**src/rtl/forward_north_south_if.sv**
```systemverilog
// Bundles the vertical forwarding stage's source-FIFO, forward-buffer and local-buffer signals.
// The stage itself takes the slave view; whatever drives it takes the master view.
interface forward_north_south_if #(
   parameter int PACKET_WIDTH = 21,
   parameter int DY_LSB       = 12
);
   logic [PACKET_WIDTH-1:0] din_routing;
   logic                    empty_routing;
   logic                    ren_out_routing;
   logic [PACKET_WIDTH-1:0] din_turn;
   logic                    empty_turn;
   logic                    ren_out_turn;
   logic                    ren_in_routing;
   logic [PACKET_WIDTH-1:0] dout_routing;
   logic                    routing_buffer_empty;
   logic                    ren_in_local;
   logic [DY_LSB-1:0]       dout_local;
   logic                    local_buffer_empty;

   modport slave (
      input  din_routing, empty_routing, din_turn, empty_turn, ren_in_routing, ren_in_local,
      output ren_out_routing, ren_out_turn, dout_routing, routing_buffer_empty,
             dout_local, local_buffer_empty
   );

   modport master (
      output din_routing, empty_routing, din_turn, empty_turn, ren_in_routing, ren_in_local,
      input  ren_out_routing, ren_out_turn, dout_routing, routing_buffer_empty,
             dout_local, local_buffer_empty
   );
endinterface

```
**src/rtl/forward_north_south.sv**
```systemverilog
// Vertical forwarding stage of the RANC router: round-robin arbitration between the vertical link
// and the east/west turn FIFO, with dy stepping toward zero or delivery to the local core.

module forward_north_south_fifo #(
   parameter int WIDTH = 21,
   parameter int DEPTH = 4
) (
   input  logic             clk,
   input  logic             rst,
   input  logic             wen,
   input  logic [WIDTH-1:0] din,
   input  logic             ren,
   output logic [WIDTH-1:0] dout,
   output logic             empty,
   output logic             full
);
   localparam int PTR_W = (DEPTH > 1) ? $clog2(DEPTH) : 1;

   logic [WIDTH-1:0] mem [DEPTH];
   logic [PTR_W-1:0] wr_ptr;
   logic [PTR_W-1:0] rd_ptr;
   logic [PTR_W:0]   count;
   logic             do_write;
   logic             do_read;

   // Full blocks writes even when a read frees a slot in the same cycle.
   assign empty    = (count == '0);
   assign full     = (count == (PTR_W + 1)'(DEPTH));
   assign do_write = wen && !full;
   assign do_read  = ren && !empty;
   assign dout     = empty ? '0 : mem[rd_ptr];

   always_ff @(posedge clk or negedge rst) begin
      if (!rst) begin
         wr_ptr <= '0;
         rd_ptr <= '0;
         count  <= '0;
      end else begin
         if (do_write) wr_ptr <= wr_ptr + 1'b1;
         if (do_read)  rd_ptr <= rd_ptr + 1'b1;
         case ({do_write, do_read})
            2'b10:   count <= count + 1'b1;
            2'b01:   count <= count - 1'b1;
            default: count <= count;
         endcase
      end
   end

   always_ff @(posedge clk) begin
      if (do_write) mem[wr_ptr] <= din;
   end
endmodule

module forward_north_south #(
   parameter int PACKET_WIDTH = 21,
   parameter int DY_MSB       = 20,
   parameter int DY_LSB       = 12,
   parameter int BUFFER_DEPTH = 4,
   parameter bit NORTH        = 1'b1
) (
   input logic                  clk,
   input logic                  rst,
   forward_north_south_if.slave bus
);
   localparam int DY_W = DY_MSB - DY_LSB + 1;

   typedef enum logic {PRIO_ROUTING, PRIO_TURN} prio_t;

   prio_t                   prio;
   prio_t                   prio_next;
   logic                    routing_local;
   logic                    turn_local;
   logic                    routing_eligible;
   logic                    turn_eligible;
   logic                    grant_routing;
   logic                    grant_turn;
   logic                    sel_local;
   logic [PACKET_WIDTH-1:0] sel_pkt;
   logic [DY_W-1:0]         sel_dy;
   logic [DY_W-1:0]         stepped_dy;
   logic [PACKET_WIDTH-1:0] fwd_pkt;
   logic                    fwd_wen;
   logic                    loc_wen;
   logic                    fwd_full;
   logic                    fwd_empty;
   logic                    loc_full;
   logic                    loc_empty;
   logic [PACKET_WIDTH-1:0] fwd_dout;
   logic [DY_LSB-1:0]       loc_dout;

   // Each source only checks its own destination, so one blocked head never stalls the other.
   assign routing_local    = (bus.din_routing[DY_MSB:DY_LSB] == '0);
   assign turn_local       = (bus.din_turn[DY_MSB:DY_LSB] == '0);
   assign routing_eligible = rst && !bus.empty_routing && (routing_local ? !loc_full : !fwd_full);
   assign turn_eligible    = rst && !bus.empty_turn    && (turn_local    ? !loc_full : !fwd_full);

   always_ff @(posedge clk or negedge rst) begin
      if (!rst) prio <= PRIO_ROUTING;
      else      prio <= prio_next;
   end

   // After any grant, priority passes to the source that was not served.
   always_comb begin
      grant_routing = 1'b0;
      grant_turn    = 1'b0;
      prio_next     = prio;
      if (routing_eligible && (!turn_eligible || prio == PRIO_ROUTING)) begin
         grant_routing = 1'b1;
         prio_next     = PRIO_TURN;
      end else if (turn_eligible) begin
         grant_turn = 1'b1;
         prio_next  = PRIO_ROUTING;
      end
   end

   assign bus.ren_out_routing = grant_routing;
   assign bus.ren_out_turn    = grant_turn;

   assign sel_pkt    = grant_turn ? bus.din_turn : bus.din_routing;
   assign sel_local  = grant_turn ? turn_local : routing_local;
   assign sel_dy     = sel_pkt[DY_MSB:DY_LSB];
   assign stepped_dy = NORTH ? (sel_dy - 1'b1) : (sel_dy + 1'b1);
   assign fwd_pkt    = {stepped_dy, sel_pkt[DY_LSB-1:0]};
   assign fwd_wen    = (grant_routing || grant_turn) && !sel_local;
   assign loc_wen    = (grant_routing || grant_turn) && sel_local;

   forward_north_south_fifo #(.WIDTH(PACKET_WIDTH), .DEPTH(BUFFER_DEPTH)) fwd_fifo (
      .clk   (clk),
      .rst   (rst),
      .wen   (fwd_wen),
      .din   (fwd_pkt),
      .ren   (bus.ren_in_routing),
      .dout  (fwd_dout),
      .empty (fwd_empty),
      .full  (fwd_full)
   );

   forward_north_south_fifo #(.WIDTH(DY_LSB), .DEPTH(BUFFER_DEPTH)) loc_fifo (
      .clk   (clk),
      .rst   (rst),
      .wen   (loc_wen),
      .din   (sel_pkt[DY_LSB-1:0]),
      .ren   (bus.ren_in_local),
      .dout  (loc_dout),
      .empty (loc_empty),
      .full  (loc_full)
   );

   assign bus.dout_routing         = fwd_dout;
   assign bus.routing_buffer_empty = fwd_empty;
   assign bus.dout_local           = loc_dout;
   assign bus.local_buffer_empty   = loc_empty;
endmodule

```
**src/flat_wrapper.sv**
```systemverilog
// flat-port wrapper written by rule: the top's interface ports become plain ports
module forward_north_south_flat 
#(
   parameter int PACKET_WIDTH = 21,
   parameter int DY_MSB       = 20,
   parameter int DY_LSB       = 12,
   parameter int BUFFER_DEPTH = 4,
   parameter bit NORTH        = 1'b1
)
  (clk, rst, bus_din_routing, bus_empty_routing, bus_din_turn, bus_empty_turn, bus_ren_in_routing, bus_ren_in_local, bus_ren_out_routing, bus_ren_out_turn, bus_dout_routing, bus_routing_buffer_empty, bus_dout_local, bus_local_buffer_empty);
  forward_north_south_if #(.PACKET_WIDTH(PACKET_WIDTH), .DY_LSB(DY_LSB)) bus_i ();
  input logic clk;
  input logic rst;
  input wire logic [$bits(bus_i.din_routing)-1:0] bus_din_routing;
  input wire logic [$bits(bus_i.empty_routing)-1:0] bus_empty_routing;
  input wire logic [$bits(bus_i.din_turn)-1:0] bus_din_turn;
  input wire logic [$bits(bus_i.empty_turn)-1:0] bus_empty_turn;
  input wire logic [$bits(bus_i.ren_in_routing)-1:0] bus_ren_in_routing;
  input wire logic [$bits(bus_i.ren_in_local)-1:0] bus_ren_in_local;
  output wire logic [$bits(bus_i.ren_out_routing)-1:0] bus_ren_out_routing;
  output wire logic [$bits(bus_i.ren_out_turn)-1:0] bus_ren_out_turn;
  output wire logic [$bits(bus_i.dout_routing)-1:0] bus_dout_routing;
  output wire logic [$bits(bus_i.routing_buffer_empty)-1:0] bus_routing_buffer_empty;
  output wire logic [$bits(bus_i.dout_local)-1:0] bus_dout_local;
  output wire logic [$bits(bus_i.local_buffer_empty)-1:0] bus_local_buffer_empty;
  assign bus_i.din_routing = bus_din_routing;
  assign bus_i.empty_routing = bus_empty_routing;
  assign bus_i.din_turn = bus_din_turn;
  assign bus_i.empty_turn = bus_empty_turn;
  assign bus_i.ren_in_routing = bus_ren_in_routing;
  assign bus_i.ren_in_local = bus_ren_in_local;
  assign bus_ren_out_routing = bus_i.ren_out_routing;
  assign bus_ren_out_turn = bus_i.ren_out_turn;
  assign bus_dout_routing = bus_i.dout_routing;
  assign bus_routing_buffer_empty = bus_i.routing_buffer_empty;
  assign bus_dout_local = bus_i.dout_local;
  assign bus_local_buffer_empty = bus_i.local_buffer_empty;
  forward_north_south #(.PACKET_WIDTH(PACKET_WIDTH), .DY_MSB(DY_MSB), .DY_LSB(DY_LSB), .BUFFER_DEPTH(BUFFER_DEPTH), .NORTH(NORTH)) u_core (.clk(clk), .rst(rst), .bus(bus_i));
endmodule
```
**config.mk**
```make
export PLATFORM = sky130hd
export DESIGN_NAME = forward_north_south_flat
export DESIGN_NICKNAME = d
export VERILOG_FILES = /design/src/rtl/forward_north_south_if.sv /design/src/rtl/forward_north_south.sv /design/src/flat_wrapper.sv
export SDC_FILE = /design/constraint.sdc
export NUM_CORES = 1
export LEC_CHECK = 0
export ABC_AREA = 1
export CORE_ASPECT_RATIO = 2
export CORE_MARGIN = 4
export CORE_UTILIZATION = 30
export CTS_CLUSTER_SIZE = 28
export DETAILED_ROUTE_END_ITERATION = 12
export PLACE_DENSITY = 0.45
export SYNTH_ARGS = -nofsm -noshare
export SYNTH_HDL_FRONTEND = slang
export SYNTH_SLANG_ARGS = --single-unit
```
**constraint.sdc**
```tcl
create_clock -name clk -period 3.76 [get_ports clk]
set_input_delay 1.128 -clock clk [delete_from_list [all_inputs] [get_ports clk]]
set_output_delay 1.128 -clock clk [all_outputs]
set_load 0.02 [all_outputs]
```
Word-level counts from Yosys, hierarchy flattened
Memories as Yosys holds them, arrays and structs flattened. Cells that the tools add are included.

Word-level logic and storage cells: 70. Output and inout port bits: 37. Bits in latches: 0. Bits in registers: 15. Input port bits: 48. Memories: 2. ROM bits: 0. Bits in writable memories: 132.

Memories: u_core.fwd_fifo.mem (depth 4, width 21, rd ports 1, clocked after memory_dff 0, write ports 1, line forward_north_south.sv:19) `logic [WIDTH-1:0] mem [DEPTH];`; u_core.loc_fifo.mem (depth 4, width 12, rd ports 1, clocked after memory_dff 0, write ports 1, line forward_north_south.sv:19).

Reduce and logical (&&, ||, !) cells: 28. Bitwise gates (word level): 1. Equality and inequality tests: 6. Muxes and demuxes: 17. Multipliers: 0. Divide/modulo/power cells: 0. Add/subtract/negate cells: 9. Shift operators: 0. $lt $le $gt $ge: 0.

Operator list (number): 21-bit 2-to-1 mux (2); 9-bit logical NOT (2); 1-bit 2-to-1 mux (12); 12-bit 2-to-1 mux (1); 3-bit case mux with 2 select lines (2); 1-bit logical AND (11); 9-bit by 1-bit subtractor with 9-bit output, second input constant (1); 2-bit by 1-bit adder with 2-bit output, second input constant (4); 1-bit logical NOT (8); 3-bit by 1-bit adder with 3-bit output, second input constant (2); 3-bit equality test, second input constant (2); 3-bit logical NOT (2); 2-bit nonzero test (3); 3-bit by 1-bit subtractor with 3-bit output, second input constant (2); 2-bit by 1-bit equality test with 1-bit output, second input constant (2); 2-bit equality test, second input constant (2); 1-bit logical OR (2); 1-bit NOT (1).

Logic depth before layout (Yosys ltp)
Gate-level depths: netlist of the first run.

Word-level depth: 14. Mapped depth: 17. Depth with buffers taken out: 17.

Cells and area by module
A second synthesis of the first run with hierarchy kept.

Cells, all modules: 801. Area total of the unflattened synthesis: 7702.4 um2.

By module, submodules not included: forward_north_south_fifo at u_core.fwd_fifo (instances 1, cells an instance 390, sequential area each 2697.6 um2, area each 4266.6 um2); forward_north_south_fifo at u_core.loc_fifo (instances 1, cells an instance 248, sequential area each 1616.6 um2, area each 2623.8 um2); forward_north_south (instances 1, cells an instance 163, sequential area each 25.0 um2, area each 812.0 um2).

Worst setup path after synthesis of the first run
OpenSTA, ideal clock, no wires.

Kind: input to register. From: input bus_din_turn[17]. To: memory u_core.fwd_fifo.mem[0][0], enable pin. Buffers on the path: 0. Data required time: 3361 ps. Setup slack: 302 ps. Cell stages on the path: 11. Arrival time: 3059 ps. Library setup time: 399 ps. Cell sequence: nor2_1 -> nand3_1 -> o21ai_2 -> inv_2 -> nor2_8 -> o21ai_4 -> nand2_1 -> o21ai_2 -> inv_1 -> nand2_2 -> nor2_1.

Word-level cells in the longest chain between the ends: 13. Elaborated cells on any way between the ends: 16. Those cells by class: mux (7); reduce/logical (9).

RTL lines: from (decl) (line flat_wrapper.sv:16) `input wire logic [$bits(bus_i.din_turn)-1:0] bus_din_turn;`; 9-bit logical NOT * (line forward_north_south.sv:93) `assign turn_local = (bus.din_turn[DY_MSB:DY_LSB] == '0);`; 1-bit 2-to-1 mux (line forward_north_south.sv:95) `assign turn_eligible = rst && !bus.empty_turn && (turn_local ? !loc_full : !fwd_full);`; 1-bit logical AND (line forward_north_south.sv:95); 1-bit logical NOT (line forward_north_south.sv:107) `if (routing_eligible && (!turn_eligible || prio == PRIO_ROUTING)) begin`; 1-bit logical OR (line forward_north_south.sv:107); 1-bit logical AND (line forward_north_south.sv:107); 1-bit 2-to-1 mux (line forward_north_south.sv:107); 1-bit 2-to-1 mux (line forward_north_south.sv:120) `assign sel_local = grant_turn ? turn_local : routing_local;`; 1-bit logical NOT (line forward_north_south.sv:124) `assign fwd_wen = (grant_routing || grant_turn) && !sel_local;`; 1-bit logical AND * (line forward_north_south.sv:124); 1-bit logical AND * (line forward_north_south.sv:29) `assign do_write = wen && !full;`; 1-bit 2-to-1 mux * (line forward_north_south.sv:50) `if (do_write) mem[wr_ptr] <= din;`; 1-bit 2-to-1 mux (implied by the code) * (line forward_north_south.sv:50); to (decl) (line forward_north_south.sv:19).

Mark *: on every way between the ends. The rest lies on a longest branch, timed or not.

Worst setup path after layout of the first run
From: input bus_din_routing[17]. To: output bus_ren_out_turn.

Word-level cells in the longest chain between the ends: 5.

RTL lines: from (decl) (line flat_wrapper.sv:14) `input wire logic [$bits(bus_i.din_routing)-1:0] bus_din_routing;`; 9-bit logical NOT (line forward_north_south.sv:92) `assign routing_local = (bus.din_routing[DY_MSB:DY_LSB] == '0);`; 1-bit 2-to-1 mux (line forward_north_south.sv:94) `assign routing_eligible = rst && !bus.empty_routing && (routing_local ? !loc_full : !fwd_full);`; 1-bit logical AND (line forward_north_south.sv:94); 1-bit logical AND (line forward_north_south.sv:107); 1-bit 2-to-1 mux (line forward_north_south.sv:107); to (decl) (line flat_wrapper.sv:21) `output wire logic [$bits(bus_i.ren_out_turn)-1:0] bus_ren_out_turn;`.

Every way passes these cells.

==> flow_summary.json, run 1 <==
{
  "insertion_delay_ns": 0.42,
  "leakagePower_nw": 3.44,
  "drtPass1Iterations": 4,
  "drv_cap": 0,
  "io_pins": 85,
  "antenna_found_initial": 0,
  "root_buffer": "clkbuf_16",
  "powerDensity_mw_per_mm2": 772,
  "dp_slack_ns": -0.391,
  "setup-violations-final": 0,
  "worstPathRequired_ns": 2.63,
  "ant_nets": 0,
  "drt_iter0_markers": 261,
  "die_w_um": 114,
  "grt_first_pass_wirelength_um": 27800,
  "grt_overflow": 0,
  "grt_max_degree": 44,
  "cts_hold_buf": 0,
  "synth_area_mm2": 0.00672,
  "fmax_mhz": 273,
  "dp.cells": 1026,
  "hold_path.class": "reg2reg",
  "syn_avg_cell_area_um2": 10.4,
  "dp_hpwl_um": 12100,
  "grt_usage": 0.148,
  "via_per_inst": 4.58,
  "syn_to_final_growth_pct": 31.7,
  "worst_pin_slew_ns": 0.902,
  "fin_cells": 1057,
  "relSlewSlack": 0.398,
  "cts_max_path_buffers": 2,
  "die_h_um": 220,
  "finalWirelength_um": 17700,
  "rsz0062_at_grt": "true",
  "design_area_mm2": 0.00884,
  "routabilityCongestion": 0.829,
  "syn_nets": 704,
  "drc": 0,
  "cts_tree": "built",
  "start_util": 0.304,
  "arrival_ns": 2.54,
  "drive_gt1_frac": 0.154,
  "finalCriticalPeriod_ns": 3.67,
  "setup-tns-final_ns": 0,
  "timing.final.ws_setup_ns": 0.0916,
  "diodes": 0,
  "die_area_mm2": 0.0250,
  "timing.final.crit_share": 0.976,
  "cts_max_level": 4,
  "wl_per_cell_um": 16.7,
  "port_buffers": 84,
  "placed_area_mm2": 0.00823,
  "fin_skew_ns": 0.00742,
  "synthDistinctLibCells": 32,
  "cp-end-kind": "output pin",
  "via_count": 4846,
  "worstPathMaxFanout": 3,
  "status": "finished clean",
  "path_clk_slew_ns": 0.05,
  "finalNetCount": 831,
  "rows": 77,
  "ys_ff_latch": 147,
  "criticalPathCategory": "in2out",
  "yosysSeqAreaShare": 0.646,
  "cts_made_buffers": 17,
  "core_mm2": 0.0221,
  "regToRegSetupSlack_ns": 0.89,
  "cts.sinks": 147,
  "synth_warnings": 0,
  "peakVddDrop_mv": 0.312,
  "fin_hold_ws_ns": 0.535,
  "grt_pass1_vias": 5124,
  "syn_inst": 643,
  "startpoint_type": "primary input",
  "maxSlewViolCount": 0,
  "hold_viol": 0
}
==> cell usage in the layout (no fill, tap or decap), types with 3 or more instances in the layout <==
master / count
o21ai_2: 3
clkdlybuf4s50_1: 73
dfrtp_1: 15
clkinv_2: 4
nand2_1: 71
ha_1: 11
nor2_2: 9
edfxtp_1: 132
buf_12: 6
inv_1: 56
clkinvlp_4: 4
o21ai_0: 72
nand2_2: 9
nand3_1: 13
buf_4: 45
dlymetal6s2s_1: 9
xnor2_1: 3
nor2_1: 152
inv_2: 4
clkbuf_16: 17
nor3_2: 4
xor2_1: 10
a21oi_1: 36
nand3_2: 5
==> path summary, 6_finish.rpt <==
check / from / endpoint / cells past startpoint
worst max-delay path: bus_din_routing[17] / bus_ren_out_turn / 8
worst min-delay path: u_core.loc_fifo.wr_ptr[1] / u_core.loc_fifo.wr_ptr[1] / 2
worst max register to register: u_core.loc_fifo.count[1] / u_core.fwd_fifo.count[2] / 16
worst min register to register: u_core.loc_fifo.wr_ptr[1] / u_core.loc_fifo.wr_ptr[1] / 2
max in group asynchronous: rst / u_core.fwd_fifo.rd_ptr[0] / 2
min in group asynchronous: rst / u_core.fwd_fifo.wr_ptr[1] / 2
==> critical path, cell delays in order <==
cell and delay, ns:
clkdlybuf4s50_1 0.43, nor2_2 0.12, nand3_2 0.10, o21ai_2 0.15, nand3_2 0.14, o21ai_4 0.22
inv_2 0.08, buf_4 0.16
==> cell usage after synthesis, drive strengths merged <==
cell	number	area share
nor2	163	0.097
edfxtp	132	0.59
nand2	82	0.051
o21ai	78	0.063
inv	60	0.034
a21oi	36	0.027
clkbuf	20	0.011
nand3	18	0.014
dfrtp	15	0.056
ha	11	0.020
xor2	10	0.013
buf	6	0.0052
nor3	4	0.0045
xnor2	3	0.0039
fa	2	0.0060
nand3b	1	0.0017
nand4	1	0.00093
o21bai	1	0.0011
==> through the flow <==
step,utilization,power [W]
global placement,0.373,0.00528
global route,0.401,0.00728
CTS,0.398,0.00694
floorplan,-,0.00393
detailed placement,0.373,0.00533
finish,0.401,0.00682
==> logic make-up after synthesis <==
family                   Yosys count  share of synthesized area
buffers and inverters             86                     0.0499
AO/OA/AOI/OAI                    115                     0.0911
XOR/XNOR                          13                     0.0170
adder cells (fa/ha/maj)           13                     0.0265
flip-flops                       147                      0.646
AND/OR/NAND/NOR                  269                      0.170
==> what timing repair did <==
item / in CTS / in global routing
endpoints found under the setup margin: 2 / 7
pin swaps: 0 / 14
resized for setup: 8 / 21
setup buffers: 0 / 1
==> sequential cells by signal (all words and copies together), names as in the netlist <==
| register | cells |
|---|---|
| u_core.fwd_fifo.mem | 84 |
| u_core.loc_fifo.mem | 48 |
| u_core.fwd_fifo.wr_ptr | 2 |
| u_core.prio | 1 |
| u_core.loc_fifo.count | 3 |
| u_core.fwd_fifo.rd_ptr | 2 |
| u_core.fwd_fifo.count | 3 |
| u_core.loc_fifo.wr_ptr | 2 |
| u_core.loc_fifo.rd_ptr | 2 |
==> area by class of cell <==
type	instances	area [µm²]
fill	2171	13200
sequential	147	4340
multi-input combinational	410	2080
timing repair buffer	134	1310
clock buffer	18	429
tap	276	345
inverter	60	225
clock inverter	12	118
==> power breakdown <==
group | internal [W] | total [W] | switching [W]
registers | 0.00211 | 0.00222 | 0.000110
clock network | 0.000956 | 0.00158 | 0.000629
logic | 0.00120 | 0.00301 | 0.00182
==> routing by layer <==
metal	vias up	wire (µm)	global-route usage
met2	109	10100	0.285
li1	2397	-	-
met4	0	361	0.0511
met5	-	0	0
met3	19	726	0.0368
met1	2321	6560	0.152
Note: power is estimated with default switching activity, not from simulation.
==> run 2, diff against run 1 <==
--- a/config.mk
+++ b/config.mk
@@ -7,7 +7,7 @@
 export LEC_CHECK = 0
 export ABC_AREA = 1
 export CORE_ASPECT_RATIO = 2
-export CORE_MARGIN = 4
+export CORE_MARGIN = 1
 export CORE_UTILIZATION = 30
 export CTS_CLUSTER_SIZE = 28
 export DETAILED_ROUTE_END_ITERATION = 12
==> run 2 against run 1 <==
Net effect: via count grew 0.14%; fmax fell by 0.95%; clock skew fell by 0.0013 ns; count of clock-buffer cells in the layout is 1 lower; non-clock buffer count unchanged; cell area grew 1.1%; flip-flop and latch count stayed put; worst setup slack got worse by 0.035 ns; critical endpoint is now bus_ren_out_routing; highest routed layer unchanged.
==> flow_summary.json, run 2 (synthesis gave the netlist of run 1 again) <==
{
  "status": "finished clean",
  "drive_gt1_frac": 0.157,
  "ant_nets": 0,
  "path_clk_slew_ns": 0.06,
  "dp_hpwl_um": 11900,
  "diodes": 0,
  "fin_cells": 1059,
  "cts_made_buffers": 17,
  "drc": 0,
  "cts.sinks": 147,
  "maxSlewViolCount": 0,
  "die_area_mm2": 0.0230,
  "setup-violations-final": 0,
  "cts_max_level": 4,
  "cp-end-kind": "output pin",
  "relSlewSlack": 0.434,
  "via_count": 4853,
  "root_buffer": "clkbuf_16",
  "drv_cap": 0,
  "dp.cells": 1024,
  "worstPathMaxFanout": 2,
  "rows": 77,
  "grt_usage": 0.159,
  "largest_register_ffs": 84,
  "finalNetCount": 831,
  "finalWirelength_um": 17200,
  "final_common_cell": "nor2_1",
  "die_h_um": 214,
  "drt_iter0_markers": 264,
  "cts_tree": "built",
  "grt_overflow": 0,
  "grt_first_pass_wirelength_um": 26600,
  "reg.largest.list": "u_core.fwd_fifo.mem (84), u_core.loc_fifo.mem (48)",
  "routabilityCongestion": 0.866,
  "drtPass1Iterations": 7,
  "cts_hold_buf": 0,
  "timing.final.crit_share": 0.985,
  "peakVddDrop_mv": 0.277,
  "finalCriticalPeriod_ns": 3.70,
  "core_mm2": 0.0221,
  "fin_util": 0.405,
  "top_register": "u_core.fwd_fifo.mem",
  "start_util": 0.304,
  "antenna_found_initial": 0,
  "fillCellCount": 2127,
  "cp_slowest_stage_delay_ns": 0.44,
  "port_buffers": 84,
  "hold_path.class": "reg2reg",
  "arrival_ns": 2.58,
  "rsz0062_at_grt": "true",
  "insertion_delay_ns": 0.42,
  "via_per_inst": 4.58,
  "worst_pin_slew_ns": 0.848,
  "slowest_stage": "clkdlybuf4s50_1",
  "wl_per_cell_um": 16.2,
  "fmax_mhz": 270,
  "fin_skew_ns": 0.00616,
  "startpoint_type": "primary input",
  "hold_viol": 0,
  "worstPathRequired_ns": 2.63,
  "grt_pass1_vias": 5032,
  "path_cells": "clkdlybuf4s50_1 -> nor2_2 -> nand3_2 -> o21ai_2 -> buf_4 -> nand4_1 -> nand2_2 -> inv_1 -> buf_2",
  "cts_max_path_buffers": 2,
  "powerDensity_mw_per_mm2": 790,
  "leakagePower_nw": 3.47,
  "layout_common_cells": "nor2_1, edfxtp_1, clkdlybuf4s50_1",
  "syn_to_final_growth_pct": 33.0,
  "criticalPathCategory": "in2out",
  "io_pins": 85,
  "grt_max_degree": 45,
  "die_w_um": 108
}
-- run 2: final cells by class --
class	count	area, µm²	share of cell area
clock inverters	15	230	0.0258
clock buffers	17	425	0.0476
well taps	276	345	0.0386
flip-flops and latches	147	4340	0.486
multi-input cells	410	2070	0.232
repair buffers	134	1300	0.145
inverters	60	225	0.0252
-- run 2: repair_timing --
action                     CTS  global route
buffers inserted             0             3
cloned                       0             0
pin swaps                    0            10
hold endpoints to repair     0             0
gates resized for setup      7            17
setup endpoints to repair    2             3
-- run 2: worst paths after layout --
path,startpoint,to,slack (ns),cells past startpoint
min in group asynchronous,rst,u_core.loc_fifo.wr_ptr[1],1.09,2
min,u_core.loc_fifo.wr_ptr[1],u_core.loc_fifo.wr_ptr[1],0.54,2
max,bus_din_turn[18],bus_ren_out_routing,0.06,9
min reg2reg,u_core.loc_fifo.wr_ptr[1],u_core.loc_fifo.wr_ptr[1],0.54,2
max reg2reg,u_core.loc_fifo.count[1],u_core.fwd_fifo.count[2],0.92,16
max in group asynchronous,rst,u_core.fwd_fifo.wr_ptr[1],2.49,2
-- run 2: critical path: cells and delay by family --
family                 cells  cell delay [ns]
buffers and inverters      4             0.76
AO/OA/AOI/OAI              1             0.18
AND/OR/NAND/NOR            4             0.52
-- run 2: power breakdown --
| group | total [W] | internal [W] | switching [W] |
|---|---|---|---|
| Combinational | 0.00297 | 0.00119 | 0.00178 |
| Sequential | 0.00223 | 0.00211 | 0.000122 |
| Clock | 0.00185 | 0.00118 | 0.000667 |
| Total | 0.00706 | 0.00448 | 0.00257 |
-- run 2: per-layer routing --
metal  GRT usage  vias to the layer above  part of all wire
met3      0.0331                       30             0.039
met1       0.166                     2301              0.37
met4      0.0770                        0             0.035
met2       0.298                      120              0.55
li1            -                     2402                 -
met5           0                        -                 0
-- run 2: metrics by stage --
stage	area (µm²)	worst slack (ns)	setup TNS (ns)	power, W	hold slack, ns
6_report	8940	0.0564	0	0.00706	0.543
3_3_place_gp	8220	-0.367	-4.54	0.00522	0.511
2_1_floorplan	6720	0.302	0	0.00393	0.492
3_5_place_dp	8220	-0.374	-6.94	0.00528	0.531
5_1_grt	8940	-0.0585	-0.0585	0.00752	0.579
4_1_cts	8870	0.0179	0	0.00716	0.547
==> run 3, diff against run 2 <==
--- a/config.mk
+++ b/config.mk
@@ -6,6 +6,7 @@
 export NUM_CORES = 1
 export LEC_CHECK = 0
 export ABC_AREA = 1
+export CAP_MARGIN = 5
 export CORE_ASPECT_RATIO = 2
 export CORE_MARGIN = 1
 export CORE_UTILIZATION = 30
==> results of run 3 <==
Final layout, timing and power as in run 2 (identical DEF).
